**config.mk**
```make
export PLATFORM = sky130hd
export DESIGN_NAME = dct_lb_ctrl_flat
export DESIGN_NICKNAME = d
export VERILOG_FILES = /design/src/rtl/dct_pkg.sv /design/src/rtl/dct_lb_ctrl_if.sv /design/src/rtl/dct_blk_pos_cnt.sv /design/src/rtl/dct_lb_ctrl.sv /design/src/flat_wrapper.sv
export SDC_FILE = /design/constraint.sdc
export NUM_CORES = 1
export LEC_CHECK = 0
export BUFFER_PORTS_ARGS = -buffer_cell sky130_fd_sc_hd__buf_2
export CORE_AREA = 2 2 39 41
export DETAILED_ROUTE_END_ITERATION = 16
export DIE_AREA = 0 0 41 43
export GPL_TIMING_DRIVEN = 0
export PLACE_DENSITY_LB_ADDON = 0.15
export SYNTH_ARGS = -nofsm -noshare
export SYNTH_HDL_FRONTEND = slang
export SYNTH_HIERARCHICAL = 1
export SYNTH_SLANG_ARGS = --single-unit
export TNS_END_PERCENT = 30
```
**constraint.sdc**
```tcl
create_clock -name i_clk -period 1.4 [get_ports i_clk]
set_clock_uncertainty 0.1 [all_clocks]
set_input_delay 0.07 -clock i_clk [delete_from_list [all_inputs] [get_ports i_clk]]
set_output_delay 0.07 -clock i_clk [all_outputs]
set_load 0.03 [all_outputs]
```
**src/rtl/dct_pkg.sv**
```systemverilog
// Shared constants, FSM state type and block-count helper for the DCT line-buffer controller.
// Optional block-position tracking is enabled with the DCT_LB_POS_EN macro.
package dct_pkg;

    localparam int BLK_N     = 8;
    localparam int DEF_IMG_W = 1920;
    localparam int DEF_IMG_H = 1080;
    localparam int CNT_W     = 3;

    localparam logic [CNT_W-1:0] CNT_LAST = CNT_W'(BLK_N - 1);

    typedef enum logic [1:0] {
        ST_CLR,
        ST_FILL,
        ST_DRAIN
    } state_t;

    // Partial blocks at the bottom edge still count as a whole block row.
    function automatic int blk_count(input int pixels);
        return (pixels + BLK_N - 1) / BLK_N;
    endfunction

endpackage

```
**src/rtl/dct_lb_ctrl_if.sv**
```systemverilog
// Row-in / column-out handshake bundle between the DCT pipeline and the line-buffer controller.
interface dct_lb_ctrl_if;

    logic i_in_valid;
    logic o_in_ready;
    logic o_out_valid;
    logic i_out_ready;

    modport master (
        output i_in_valid,
        output i_out_ready,
        input  o_in_ready,
        input  o_out_valid
    );

    modport slave (
        input  i_in_valid,
        input  i_out_ready,
        output o_in_ready,
        output o_out_valid
    );

endinterface

```
**src/rtl/dct_blk_pos_cnt.sv**
```systemverilog
// Tracks the (x, y) position of the 8x8 block being drained, raster order, with frame markers.
// Only instantiated when DCT_LB_POS_EN is defined.
module dct_blk_pos_cnt
    import dct_pkg::*;
#(
    parameter int IMG_W = DEF_IMG_W,
    parameter int IMG_H = DEF_IMG_H
) (
    input  logic       clk,
    input  logic       rst_n,
    input  logic       advance,
    input  logic       draining,
    output logic [7:0] blk_x,
    output logic [7:0] blk_y,
    output logic       sof,
    output logic       eof
);

    localparam logic [7:0] X_LAST = 8'(IMG_W / BLK_N - 1);
    localparam logic [7:0] Y_LAST = 8'(blk_count(IMG_H) - 1);

    logic x_wrap;
    logic y_wrap;

    assign x_wrap = (blk_x == X_LAST);
    assign y_wrap = (blk_y == Y_LAST);

    // Flush never reaches here: position only moves on a completed block.
    always_ff @(posedge clk or negedge rst_n) begin
        if (!rst_n) begin
            blk_x <= '0;
            blk_y <= '0;
        end else if (advance) begin
            if (x_wrap) begin
                blk_x <= '0;
                blk_y <= y_wrap ? 8'd0 : blk_y + 8'd1;
            end else begin
                blk_x <= blk_x + 8'd1;
            end
        end
    end

    assign sof = draining && (blk_x == 8'd0) && (blk_y == 8'd0);
    assign eof = advance && x_wrap && y_wrap;

endmodule

```
**src/rtl/dct_lb_ctrl.sv**
```systemverilog
// Transpose line-buffer controller: clears the buffer, writes 8 rows, then reads 8 columns per block.
// Defining DCT_LB_POS_EN adds block position outputs (o_blk_x, o_blk_y, o_sof, o_eof).
module dct_lb_ctrl
    import dct_pkg::*;
#(
    parameter int IMG_W = DEF_IMG_W,
    parameter int IMG_H = DEF_IMG_H
) (
    input  logic         i_clk,
    input  logic         i_rst_n,
    input  logic         i_flush,
    dct_lb_ctrl_if.slave bus,
    output logic         o_lb_write,
    output logic         o_lb_read,
    output logic         o_lb_clr,
    output logic         o_blk_done,
    output logic         o_busy
`ifdef DCT_LB_POS_EN
    ,
    output logic [7:0]   o_blk_x,
    output logic [7:0]   o_blk_y,
    output logic         o_sof,
    output logic         o_eof
`endif
);

    state_t           state;
    state_t           state_nxt;
    logic [CNT_W-1:0] cnt;
    logic [CNT_W-1:0] cnt_nxt;

    logic in_ready;
    logic out_valid;
    logic lb_write;
    logic lb_read;
    logic lb_clr;
    logic blk_done;

    always_ff @(posedge i_clk or negedge i_rst_n) begin
        if (!i_rst_n) begin
            state <= ST_CLR;
            cnt   <= '0;
        end else begin
            state <= state_nxt;
            cnt   <= cnt_nxt;
        end
    end

    // Ready/valid are masked by flush so the strobes stay equal to the handshakes.
    always_comb begin
        state_nxt = state;
        cnt_nxt   = cnt;
        in_ready  = 1'b0;
        out_valid = 1'b0;
        lb_write  = 1'b0;
        lb_read   = 1'b0;
        lb_clr    = 1'b0;
        blk_done  = 1'b0;

        case (state)
            ST_CLR: begin
                lb_clr    = 1'b1;
                state_nxt = ST_FILL;
                cnt_nxt   = '0;
            end
            ST_FILL: begin
                in_ready = !i_flush;
                lb_write = bus.i_in_valid & in_ready;
                if (lb_write) begin
                    cnt_nxt = cnt + 3'd1;
                    if (cnt == CNT_LAST) begin
                        state_nxt = ST_DRAIN;
                    end
                end
            end
            ST_DRAIN: begin
                out_valid = !i_flush;
                lb_read   = out_valid & bus.i_out_ready;
                if (lb_read) begin
                    cnt_nxt = cnt + 3'd1;
                    if (cnt == CNT_LAST) begin
                        blk_done  = 1'b1;
                        state_nxt = ST_FILL;
                    end
                end
            end
            default: begin
                state_nxt = ST_CLR;
                cnt_nxt   = '0;
            end
        endcase

        if (i_flush) begin
            state_nxt = ST_CLR;
            cnt_nxt   = '0;
        end
    end

    assign bus.o_in_ready  = in_ready;
    assign bus.o_out_valid = out_valid;
    assign o_lb_write      = lb_write;
    assign o_lb_read       = lb_read;
    assign o_lb_clr        = lb_clr;
    assign o_blk_done      = blk_done;
    assign o_busy          = (state == ST_DRAIN) || ((state == ST_FILL) && (cnt != '0));

`ifdef DCT_LB_POS_EN
    dct_blk_pos_cnt #(
        .IMG_W (IMG_W),
        .IMG_H (IMG_H)
    ) u_pos (
        .clk      (i_clk),
        .rst_n    (i_rst_n),
        .advance  (blk_done),
        .draining (state == ST_DRAIN),
        .blk_x    (o_blk_x),
        .blk_y    (o_blk_y),
        .sof      (o_sof),
        .eof      (o_eof)
    );
`endif

endmodule

```
**src/flat_wrapper.sv**
```systemverilog
// flat-port wrapper written by rule: the top's interface ports become plain ports
module dct_lb_ctrl_flat import dct_pkg::*;
#(
    parameter int IMG_W = DEF_IMG_W,
    parameter int IMG_H = DEF_IMG_H
)
  (i_clk, i_rst_n, i_flush, o_lb_write, o_lb_read, o_lb_clr, o_blk_done, o_busy, bus_i_in_valid, bus_i_out_ready, bus_o_in_ready, bus_o_out_valid);
  dct_lb_ctrl_if bus_i ();
  input  logic i_clk;
  input  logic i_rst_n;
  input  logic i_flush;
  output logic o_lb_write;
  output logic o_lb_read;
  output logic o_lb_clr;
  output logic o_blk_done;
  output logic o_busy;
  input wire logic [$bits(bus_i.i_in_valid)-1:0] bus_i_in_valid;
  input wire logic [$bits(bus_i.i_out_ready)-1:0] bus_i_out_ready;
  output wire logic [$bits(bus_i.o_in_ready)-1:0] bus_o_in_ready;
  output wire logic [$bits(bus_i.o_out_valid)-1:0] bus_o_out_valid;
  assign bus_i.i_in_valid = bus_i_in_valid;
  assign bus_i.i_out_ready = bus_i_out_ready;
  assign bus_o_in_ready = bus_i.o_in_ready;
  assign bus_o_out_valid = bus_i.o_out_valid;
  dct_lb_ctrl #(.IMG_W(IMG_W), .IMG_H(IMG_H)) u_core (.i_clk(i_clk), .i_rst_n(i_rst_n), .i_flush(i_flush), .bus(bus_i), .o_lb_write(o_lb_write), .o_lb_read(o_lb_read), .o_lb_clr(o_lb_clr), .o_blk_done(o_blk_done), .o_busy(o_busy));
endmodule
```
==> results_dict.tcl <==
set metrics [dict create \
    grt_use_total_pct 11.8 \
    static-leakage-power_nw 0.333 \
    final_antenna_net_count 0 \
    drc_errors 0 \
    grt_start_max_net_pins 7 \
    synth.cell_area_um2 409 \
    setup.worst_path.class "flip-flop to output port" \
    clk_path_buf_depth 2 \
    gpl.final_weighted_congestion 0.634 \
    cp-start-kind "flip-flop" \
    port_buffers 11 \
    critPathCaptureType "output port" \
    synth_nets 53 \
    library_cell_used_as_clock_root_buffer "clkbuf_4" \
    finish.net_count 78 \
    floorplan.core_area_mm2 0.00138 \
    rsz0062_at_grt "true" \
    synth.distinct_cells 19 \
    worst_ep_arrival_time_ns 1.35 \
    switching_power_mw 0.456 \
    timing.max_cap.violations 0 \
    synth_top_cells_by_area "dfrtp_1 31%, ha_1 21%, mux2i_1 7.3%" \
    status "complete, but fails checks" \
    fin_setup_tns_ns -0.591 \
    detailedRoute.firstIterationViolations 0 \
    timing.critical_path.fanout_max 4 \
    overall_die_area_mm2 0.00176 \
    layout.filler_cells 140 \
    antenna_found_initial 0 \
    postSynth.asyncResetShare_pct 100 \
    num_rows 14 \
    start_util_pct 29.6 \
    die_height_um 43 \
    final_max_slew_viol_count 0 \
    first_global_vias 384 \
    area_fraction_of_the_dominant_cell_type_after_synthesis_pct 30.6 \
    reg2reg_depth 5 \
    hold_vio_cnt_final 0 \
    finalWorstSetupSlack_ns -0.119 \
    die_w_um 41 \
    yosys_warnings 6 \
    synth.ff_latch_count 5 \
    syn_to_final_growth_pct 63.9 \
    wl_per_cell_um 10.5 \
    p_per_area_mw_per_mm2 1670 \
    routed_via_density 4.47 \
    grt-ovfl-total 0 \
    grt_pass1_wl_um 1390 \
    yosysSeqAreaShare_pct 30.6 \
    netlist.top_cell.by_area "dfrtp_1" \
    ios 12 \
    vdd_drop_max_mv 0.577 \
    violations_in_the_final_reports "setup timing" \
    layout_min_cycle_time_ns 1.52 \
    crit_required_ns 1.23 \
    fin_util_pct 48.5 \
    internal_power_mw 0.667 \
    dominantRegCellSynth "dfrtp_1" \
    combinational_power_share_pct 65.1 \
    synth_enable_flop_cells 0 \
    hp-class "input pin to async pin" \
    dr.pass1.iters 1 \
    post-dp-hpwl_um 614 \
    h_tree_depth 1 \
    finalCritPeriodShare_pct 109 \
    clock_buffers_created_by_tritoncts 3 \
    timing.max_slew.rel_slack_pct 87.2 \
    clock_tree_from_tritoncts "done" \
    syn-instance-count 41 \
    p_clk_share_pct 14.4 \
    swShare_pct 40.6 \
    route.vias.total 362 \
    yosys.cell_count.top_type "ha_1" \
    worst_pin_slew_ns 0.190 \
    achievable-frequency_ghz 0.658 \
    drive_above_1_share_pct 58.5 \
    totalWireLength_um 854 \
    setup_viol 7 \
    yosys-top-cells-count "7 x ha_1, 5 x dfrtp_1, 4 x inv_1" \
    clkSinkCount 5 \
    syn_avg_cell_area_um2 9.98 \
    part_of_the_power_in_registers_pct 20.5 \
    clock_insertion_delay_worst_skew_ns 0.24 \
    clock_slew_seen_by_the_registers_of_the_worst_setup_and_hold_paths_ns 0.04 \
    diodes 0 \
]
-- registers in the layout, indices dropped and copies added, names as in the netlist --
signal,cells
u_core/cnt,3
u_core/state,2
-- critical path: stages (launching register included) --
cell and delay (ns):
dfrtp_2 0.44, inv_2 0.09, ha_4 0.14, nor2b_4 0.15, and3_4 0.18, buf_6 0.12
-- cell families (layout without fill, tap and decap cells) --
logic type,count (synthesis),in the layout,synth area share [%]
flip-flops,5,5,30.6
adder cells (fa/ha/maj),7,7,21.4
multiplexers,4,4,11.0
AND/OR/NAND/NOR,14,14,19.3
AO/OA/AOI/OAI,6,6,13.2
buffers and inverters,5,29,4.59
-- stage by stage --
stage	instances	hold WS, ns	power [mW]	setup slack (ns)	instance area (um^2)
6_report	81	0.0741	1.12	-0.119	671
5_1_grt	81	0.0737	1.21	-0.192	671
4_1_cts	80	0.0666	1.07	-0.139	642
3_5_place_dp	68	-0.210	0.721	-0.167	497
3_3_place_gp	68	-0.212	0.727	-0.192	497
2_1_floorplan	41	-0.326	0.609	-0.0632	422
-- cell type report --
type / count / area, um^2 / area share [%]
Inverter: 5 / 18.8 / 2.80
Multi-Input combinational cell: 31 / 323 / 48.1
Sequential cell: 5 / 126 / 18.8
Clock buffer: 4 / 26.3 / 3.92
Timing Repair Buffer: 20 / 156 / 23.3
Tap cell: 16 / 20.0 / 2.99
-- cells in the final DEF (no fill, tap or decap), types with 2 or more instances in the layout --
cell type	netlist	routed
clkbuf_4	0	3
inv_1	4	2
dfrtp_1	5	4
inv_2	1	3
ha_4	0	2
buf_6	0	5
nand3_1	2	2
nand2_1	3	3
nand2b_1	3	2
buf_2	0	6
buf_4	0	8
ha_1	7	4
mux2i_1	3	3
-- layer usage --
layer | routed length, um | global-route usage, %
met5 | 0 | 0
met4 | 0 | 10.0
met3 | 46 | 1.57
met2 | 464 | 19.4
met1 | 344 | 12.2
-- what timing repair did --
action	4_1_cts	5_1_grt
hold buffers	1	0
setup buffers	7	1
hold endpoints to repair	5	0
gates resized for setup	16	7
gates cloned	0	0
pin swaps	4	1
endpoints found under the setup margin	11	11
-- worst paths after layout --
check,start,to,slack [ns]
setup / recovery,u_core/state[0]$_DFFE_PN0P_,o_blk_done,-0.12
hold / removal,i_rst_n,u_core/state[1]$_DFFE_PN0P_,0.07
setup reg to reg,u_core/state[0]$_DFFE_PN0P_,u_core/cnt[2]$_DFFE_PN0P_,-0.09
hold reg to reg,u_core/cnt[2]$_DFFE_PN0P_,u_core/cnt[2]$_DFFE_PN0P_,0.45
max in group asynchronous,i_rst_n,u_core/state[0]$_DFFE_PN0P_,0.98
min in group i_clk,i_flush,u_core/cnt[0]$_DFFE_PN0P_,0.12
-- power by group through the flow --
stage | sequential (mW) | clock, mW | combinational [mW]
floorplan | 0.214 | 0 | 0.394
global placement | 0.221 | 0 | 0.506
detailed placement | 0.222 | 0 | 0.500
CTS | 0.227 | 0.171 | 0.675
global route | 0.236 | 0.180 | 0.799
finish | 0.230 | 0.161 | 0.731
(Power assumes the default switching activity.)
